--- src/rtl/spi_cmd_ctrl.sv ---
// SPI command front end: decodes a command byte, then streams register writes or
// prefetched register reads through an external SPI slave shifter and register bank.
module spi_cmd_ctrl #(
  parameter logic [7:0]  STATUS_BYTE = 8'hA5,
  parameter int unsigned DEPTH       = 128
) (
  input  logic       clk,
  input  logic       rst,
  input  logic       cs,
  input  logic [7:0] rx_data,
  input  logic       rx_valid,
  output logic [7:0] tx_data,
  output logic       tx_load,
  output logic [6:0] reg_addr,
  output logic [7:0] reg_wdata,
  output logic       reg_we,
  output logic       reg_re,
  input  logic [7:0] reg_rdata,
  output logic       active
);

  typedef enum logic [2:0] {
    StIdle,
    StCmd,
    StWrite,
    StFetch,
    StRead
  } state_e;

  state_e     state_q, state_d;
  logic       cs_meta_q, cs_s_q, cs_prev_q;
  logic [1:0] sync_vld_q, sync_vld_d;
  logic       armed_q, armed_d;
  logic [6:0] addr_q, addr_d;
  logic [7:0] tx_data_q, tx_data_d;
  logic       tx_load_q, tx_load_d;
  logic       rd_load_q, rd_load_d;
  logic [6:0] reg_addr_q, reg_addr_d;
  logic [7:0] reg_wdata_q, reg_wdata_d;
  logic       reg_we_q, reg_we_d;
  logic       reg_re_q, reg_re_d;
  logic       active_q, active_d;

  logic       cs_fall, cs_rise, rx_ok;
  logic [6:0] cmd_addr, addr_inc;

  // Read data is forwarded straight from the bank in the cycle after reg_re so the
  // read path meets the two-cycle rx_valid-to-tx_load latency.
  assign tx_data   = rd_load_q ? reg_rdata : tx_data_q;
  assign tx_load   = tx_load_q | rd_load_q;
  assign reg_addr  = reg_addr_q;
  assign reg_wdata = reg_wdata_q;
  assign reg_we    = reg_we_q;
  assign reg_re    = reg_re_q;
  assign active    = active_q;

  always_comb begin
    // A falling edge only counts once cs_s has been seen high for real after reset,
    // so a chip select held low across reset does not reopen a transaction.
    cs_fall  = cs_prev_q & ~cs_s_q & armed_q;
    cs_rise  = ~cs_prev_q & cs_s_q;
    rx_ok    = rx_valid & ~cs_s_q;
    cmd_addr = 7'(32'(rx_data[6:0]) % DEPTH);
    addr_inc = (32'(addr_q) == DEPTH - 1) ? 7'd0 : addr_q + 7'd1;

    sync_vld_d  = {sync_vld_q[0], 1'b1};
    armed_d     = armed_q | (sync_vld_q[1] & cs_s_q);
    state_d     = state_q;
    addr_d      = addr_q;
    tx_data_d   = tx_data;
    tx_load_d   = 1'b0;
    rd_load_d   = 1'b0;
    reg_addr_d  = reg_addr_q;
    reg_wdata_d = reg_wdata_q;
    reg_we_d    = 1'b0;
    reg_re_d    = 1'b0;

    if (cs_rise) begin
      state_d = StIdle;
    end else begin
      unique case (state_q)
        StIdle: begin
          if (cs_fall) begin
            state_d   = StCmd;
            tx_data_d = STATUS_BYTE;
            tx_load_d = 1'b1;
          end
        end
        StCmd: begin
          if (rx_ok) begin
            addr_d = cmd_addr;
            if (rx_data[7]) begin
              state_d    = StFetch;
              reg_re_d   = 1'b1;
              reg_addr_d = cmd_addr;
            end else begin
              state_d = StWrite;
            end
          end
        end
        StWrite: begin
          if (rx_ok) begin
            reg_we_d    = 1'b1;
            reg_addr_d  = addr_q;
            reg_wdata_d = rx_data;
            addr_d      = addr_inc;
          end
        end
        StFetch: begin
          state_d   = StRead;
          rd_load_d = 1'b1;
        end
        StRead: begin
          // The master's dummy byte is dropped; it only paces the next prefetch.
          if (rx_ok) begin
            state_d    = StFetch;
            addr_d     = addr_inc;
            reg_re_d   = 1'b1;
            reg_addr_d = addr_inc;
          end
        end
        default: state_d = StIdle;
      endcase
    end

    active_d = ~cs_s_q & (state_d != StIdle);
  end

  always_ff @(posedge clk) begin
    if (rst) begin
      cs_meta_q   <= 1'b1;
      cs_s_q      <= 1'b1;
      cs_prev_q   <= 1'b1;
      sync_vld_q  <= 2'b00;
      armed_q     <= 1'b0;
      state_q     <= StIdle;
      addr_q      <= 7'd0;
      tx_data_q   <= 8'h00;
      tx_load_q   <= 1'b0;
      rd_load_q   <= 1'b0;
      reg_addr_q  <= 7'd0;
      reg_wdata_q <= 8'h00;
      reg_we_q    <= 1'b0;
      reg_re_q    <= 1'b0;
      active_q    <= 1'b0;
    end else begin
      cs_meta_q   <= cs;
      cs_s_q      <= cs_meta_q;
      cs_prev_q   <= cs_s_q;
      sync_vld_q  <= sync_vld_d;
      armed_q     <= armed_d;
      state_q     <= state_d;
      addr_q      <= addr_d;
      tx_data_q   <= tx_data_d;
      tx_load_q   <= tx_load_d;
      rd_load_q   <= rd_load_d;
      reg_addr_q  <= reg_addr_d;
      reg_wdata_q <= reg_wdata_d;
      reg_we_q    <= reg_we_d;
      reg_re_q    <= reg_re_d;
      active_q    <= active_d;
    end
  end

endmodule
--- config.mk ---
export PLATFORM = sky130hd
export DESIGN_NAME = spi_cmd_ctrl
export DESIGN_NICKNAME = d
export VERILOG_FILES = /design/src/rtl/spi_cmd_ctrl.sv
export SDC_FILE = /design/constraint.sdc
export NUM_CORES = 1
export LEC_CHECK = 0
export CAP_MARGIN = 20
export CORE_MARGIN = 5
export CORE_UTILIZATION = 54
export CTS_CLUSTER_DIAMETER = 40
export CTS_CLUSTER_SIZE = 24
export DETAILED_ROUTE_END_ITERATION = 6
export PLACE_DENSITY_LB_ADDON = 0.12
export SETUP_SLACK_MARGIN = 0.1
export SYNTH_ARGS = -nofsm -noshare
export SYNTH_HDL_FRONTEND = slang
export SYNTH_SLANG_ARGS = --single-unit
export TNS_END_PERCENT = 100
--- constraint.sdc ---
create_clock -name clk -period 4.4 [get_ports clk]
set_input_delay 0.44 -clock clk [delete_from_list [all_inputs] [get_ports clk]]
set_output_delay 0.44 -clock clk [all_outputs]
set_load 0.01 [all_outputs]
==> Word level (Yosys, flattened, before mapping) <==
Index checks and enable logic that the tools add are counted.
{ "word_totals": {"out_inout_bits": 27, "inputBits": 20, "word_cells": 76, "register_bits": 44} }
{ "classes": {"n_bitwise": 13, "n_mux": 25, "n_addsub": 1, "reduce_logical": 11, "eq_ne": 10} }
{ "op_table": {"columns": ["operator", "count"], "rows": [
  ["$mux W7", 6],
  ["$mux W8", 4],
  ["$pmux W7 S3", 1],
  ["$pmux W3 S5", 1],
  ["$pmux W7 S2", 1],
  ["$mux W3", 4],
  ["$ne A2 B2 Y1 const B", 4],
  ["$add A7 B1 Y7 const B", 1],
  ["$eq A7 B7 Y1 const B", 1],
  ["$mux W1", 7],
  ["$and A1 B1 Y1", 6],
  ["$eq A3 B2 Y1 const B", 2],
  ["$reduce_and A6 Y1", 1],
  ["$reduce_bool A3 Y1", 2],
  ["$reduce_or A3 Y1", 2],
  ["$not A1 Y1", 5],
  ["$reduce_and A4 Y1", 1],
  ["$reduce_or A2 Y1", 2],
  ["$eq A3 B1 Y1 const B", 1],
  ["$eq A3 B3 Y1 const B", 1],
  ["$logic_not A3 Y1", 1],
  ["$reduce_and A3 Y1", 1],
  ["$ne A2 B1 Y1 const B", 1],
  ["$or A1 B1 Y1", 2],
  ["2 further kinds", 2]
]} }

==> Longest topological paths before layout <==
{ "logic_depth": {"ltp_word": 8, "depth_mapped": 6, "mapped_depth_nobuf": 5} }

==> Least setup slack after synthesis <==
Ideal clock, no wire load.
{ "synth_path": {"path_type": "flip-flop to flip-flop", "from": "register state_q[1]", "to": "register addr_q[3]", "arrival_time_ps": 1427, "path_stages_with_launch": 7, "setup_time_ps": 86, "path_buffers": 2, "path_slack_ps": 2887, "cell_sequence": "dfxtp_1 -> buf_6 -> or3b_4 -> buf_6 -> a22oi_4 -> a22oi_1 -> a211oi_1"} }
{ "synth_via": {"elab_chain_cells": 4, "word_cells_on_any_way": 9, "classes_between": "eq/ne: 5; mux: 1; reduce/logical: 3"} }
{ "synth_rtl": {"columns": ["item", "line_no", "text"], "rows": [
  ["start, declared", "30", "state_e state_q, state_d;"],
  ["start signal, assigned", "136", "state_q <= StIdle;"],
  ["start signal, assigned", "152", "state_q <= state_d;"],
  ["$eq A3 B3 Y1 / $eq A3 B2 Y1 (equally long branches)", "81", "unique case (state_q)"],
  ["$reduce_or A2 Y1 (no source line)", null, null],
  ["$ne A2 B1 Y1 (no source line) / $reduce_bool A2 Y1 (equally long branches)", null, null],
  ["$reduce_and A4 Y1 (no source line)", null, null],
  ["end signal, assigned", "153", "addr_q <= addr_d;"],
  ["end, declared", "34", "logic [6:0] addr_q, addr_d;"]
]} }
Several ways; a longest one is shown, not always the timed one.
A chain may end at the register's enable or synchronous reset.

==> Worst setup path in the final report <==
{ "layout_path": {"from": "register state_q[1]", "to": "register reg_addr_q[1], in the netlist reg_addr[1]"} }
{ "layout_via": {"elab_chain_cells": 3, "word_cells_on_any_way": 10, "classes_between": "eq/ne: 7; mux: 1; reduce/logical: 2"} }
{ "layout_rtl": {"columns": ["item", "line_no", "text"], "rows": [
  ["$eq A3 B2 Y1 (tied with other cells)", "81", null],
  ["$ne A2 B2 Y1 (no source line) / $reduce_bool A3 Y1 (equally long branches)", null, null],
  ["$reduce_and A6 Y1 (no source line)", null, null],
  ["end signal, assigned", "157", "reg_addr_q <= reg_addr_d;"],
  ["end, declared", "38", "logic [6:0] reg_addr_q, reg_addr_d;"]
]} }
Several ways; a longest one is shown, not always the timed one.

==> run_results.csv <==
group,metric,value,unit
status,outcome,"finished clean",
cells_and_area,fill_cells,347,
cells_and_area,area_growth,23.5,%
die,initial_core_util,54.8,%
detailed_routing,viasPerCell,5.88,
sta,fin_tns_setup,0,ns
critical_path,cp.arrival,2.64,ns
detailed_routing,routed_wl,5260,um
detailed_routing,avgRoutedWirePerCell,15.6,um
sta,setup_viol_count_final,0,
cells_and_area,register_area,881,sq um
detailed_routing,drt_iter0_drc,148,
sta,hold_viol,0,
cts,cts_hold_buffers,0,
critical_path,crit_chain,"or3b_1 > a31oi_2 > o2111ai_1 > a21oi_1",
cts,ctsResizeCount,0,
cts,clkSinkCount,44,
placement,numPortBuffers,46,
sta,skew,0.00437,ns
synthesis,synth_edf_count,0,
sta,hold_ws,0.416,ns
die,die-area,5360,sq um
placement,dp_cells,330,
cells_and_area,finish.utilization,67.6,%
placement,gp_congestion,0.895,
detailed_routing,drtPass1Iterations,4,
global_routing,grt.total_usage,20.5,%
pwr,power_per_cell_area,258,nW/um^2
synthesis,ys_ff_latch,44,
die,io_pins,47,
critical_path,critical_path_required,4.60,ns
pwr,p_clk_share,34.7,%
cts,cts_buffers,5,
cells_and_area,nNetsFinal,308,
cts,clk_pin_slew,0.08,ns
cells_and_area,multi_input_area,1160,sq um
cts,htreeDepth,2,
pwr,leakagePower,1.01,nW
pwr,switching_power,154,uW
synthesis,async_flop_share,0,%
sta,max_freq,0.411,GHz
pwr,p_comb_share,6.5,%
cts,ctsRootBufferMaster,"clkbuf_8",
cells_and_area,drive_gt1_share,8.36,%
critical_path,crit_type,"register to register",
die,fp.dieW,73.2,um
detailed_routing,vias,1982,
die,num_rows,23,
critical_path,path_max_fanout,21,
sta,relSlewSlack,28.9,%
die,core_area,3940,sq um
run,drv_cap,0,
cts,cts_setup_buffers,0,
cts,cts_tree,"built",
die,die_h,73.2,um
hold_path,hold_class,"register to register",
critical_path,worstSetupStartpointType,"register",
global_routing,overflow,0,
synthesis,yosys_warnings,0,
synthesis,mappedNetlistNets,273,
sta,rsz0062_at_grt,"no",
detailed_routing,drc_errors,0,
synthesis,syn-cell-area,2160,sq um
cells_and_area,stdcell_count,337,
critical_path,cpPeakStageDelay,0.79,ns
global_routing,antenna_found_initial,0,
global_routing,grt_max_degree,30,
global_routing,grt_pass1_wl,8670,um
detailed_routing,antenna_left,0,
pwr,seqPwrFrac,58.8,%
pwr,p_sw_share,22.4,%
sta,worst_pin_slew,1.06,ns
global_routing,grt_pass1_vias,1856,
sta,slew_violations,0,
synthesis,ys_seq_area_share,40.8,%
synthesis,ys.flop_type,"dfxtp_1",
cells_and_area,num_antenna_cells,0,
synthesis,yosysUniqueCellTypes,51,
synthesis,syn-mean-instance-area,8.57,sq um
cts,clk_latency,0.29,ns
synthesis,netlist_instances,252,
critical_path,worstPathBufferInverterCount,0,
sta,finalCritPeriodShare,55.3,%
sta,layout_min_cycle_time,2.43,ns
placement,dp_hpwl,3700,um
critical_path,crit_family,"compound AO/OA/AOI/OAI gates",
cts,cts_buffer_depth,2,
critical_path,crit_path_top_delay_cell,"dfxtp_1",
pwr,power.internal,534,uW
critical_path,crit_path_end_kind,"register",
pwr,ir_drop,0.150,mV
-- power by group through the flow --
stage               registers (mW)  logic, mW  clock network (mW)
global placement             0.414     0.0448                   0
finish                       0.405     0.0450               0.238
floorplan                    0.413     0.0197                   0
CTS                          0.405     0.0452               0.241
global route                 0.405     0.0487               0.258
detailed placement           0.414     0.0451                   0
-- layout make-up --
type / instances / area share (%)
tap: 50 / 2.35
clock inverter: 1 / 0.188
inverter: 7 / 0.985
clock buffer: 6 / 2.72
sequential: 44 / 33.0
multi-input combinational: 183 / 43.5
timing repair buffer: 46 / 17.3
-- state kept, by name, summed over array words and instances, names as in the netlist --
name        flops
active          1
addr_q          7
armed_q         1
cs_meta_q       1
cs_prev_q       1
cs_s_q          1
rd_load_q       1
reg_addr        7
reg_re          1
reg_wdata       8
reg_we          1
state_q         3
sync_vld_q      2
tx_data_q       8
tx_load_q       1
-- per-layer routing --
layer,track usage [%],up-vias,routed length [um]
met2,33.7,62,2600
met4,7.38,0,90
met5,0,-,0
li1,-,975,-
met1,26.9,938,2270
met3,3.44,7,301
-- cells by family after synthesis --
logic type / count (synthesis) / synth area share (%)
simple gates: 91 / 23.2
compound gates: 80 / 24.6
flops: 44 / 40.8
buf+inv: 25 / 5.56
mux: 9 / 4.40
xor+xnor: 2 / 0.811
fa+ha+maj: 1 / 0.579
-- worst paths after layout --
path	from	endpoint	slack (ns)	cells past startpoint
max	state_q[1]	reg_addr[1]	1.97	4
min	cs_meta_q	cs_s_q	0.42	1
max reg2reg	state_q[1]	reg_addr[1]	1.97	4
min reg2reg	cs_meta_q	cs_s_q	0.42	1
-- synth_stat cells, types with 3 or more instances --
cell type  number  area [sq um]
o32ai_1         3          26.3
nand2_1        28           105
mux2_2          4          45.0
clkbuf_1        9          33.8
inv_1           7          26.3
a31oi_1         7          43.8
a211oi_1        6          45.0
o31a_1          3          26.3
and3_1          6          37.5
nand3_1         5          25.0
buf_2           3          15.0
dfxtp_1        44           881
a21oi_1        28           140
o21ai_0        12          60.1
mux2i_1         5          50.1
nand2b_1        6          37.5
or2_2           4          25.0
nor2_1         13          48.8
o21a_1          3          22.5
nand4bb_1       3          33.8
nor2b_1         9          56.3
a22oi_1         3          22.5
-- stage by stage --
step / cell area [sq um] / power [mW] / setup WS [ns]
6_report: 2670 / 0.688 / 1.97
3_3_place_gp: 2590 / 0.459 / 1.80
3_5_place_dp: 2590 / 0.459 / 1.74
4_1_cts: 2670 / 0.691 / 2.00
2_1_floorplan: 2160 / 0.432 / 2.89
5_1_grt: 2670 / 0.713 / 1.79
-- placed cells by master (no fill, tap or decap), drive strengths merged, types with 4 or more instances in the layout --
| cell | instances |
|---|---|
| a22oi | 4 |
| o21ai | 14 |
| inv | 7 |
| clkbuf | 6 |
| a21oi | 28 |
| nor2b | 9 |
| clkdlybuf4s50 | 46 |
| a31oi | 8 |
| and3 | 6 |
| mux2 | 4 |
| a211oi | 6 |
| dfxtp | 44 |
| nor2 | 14 |
| nand2b | 6 |
| or2 | 4 |
| mux2i | 5 |
| nand3 | 5 |
| nand2 | 30 |
(Power assumes the default switching activity.)
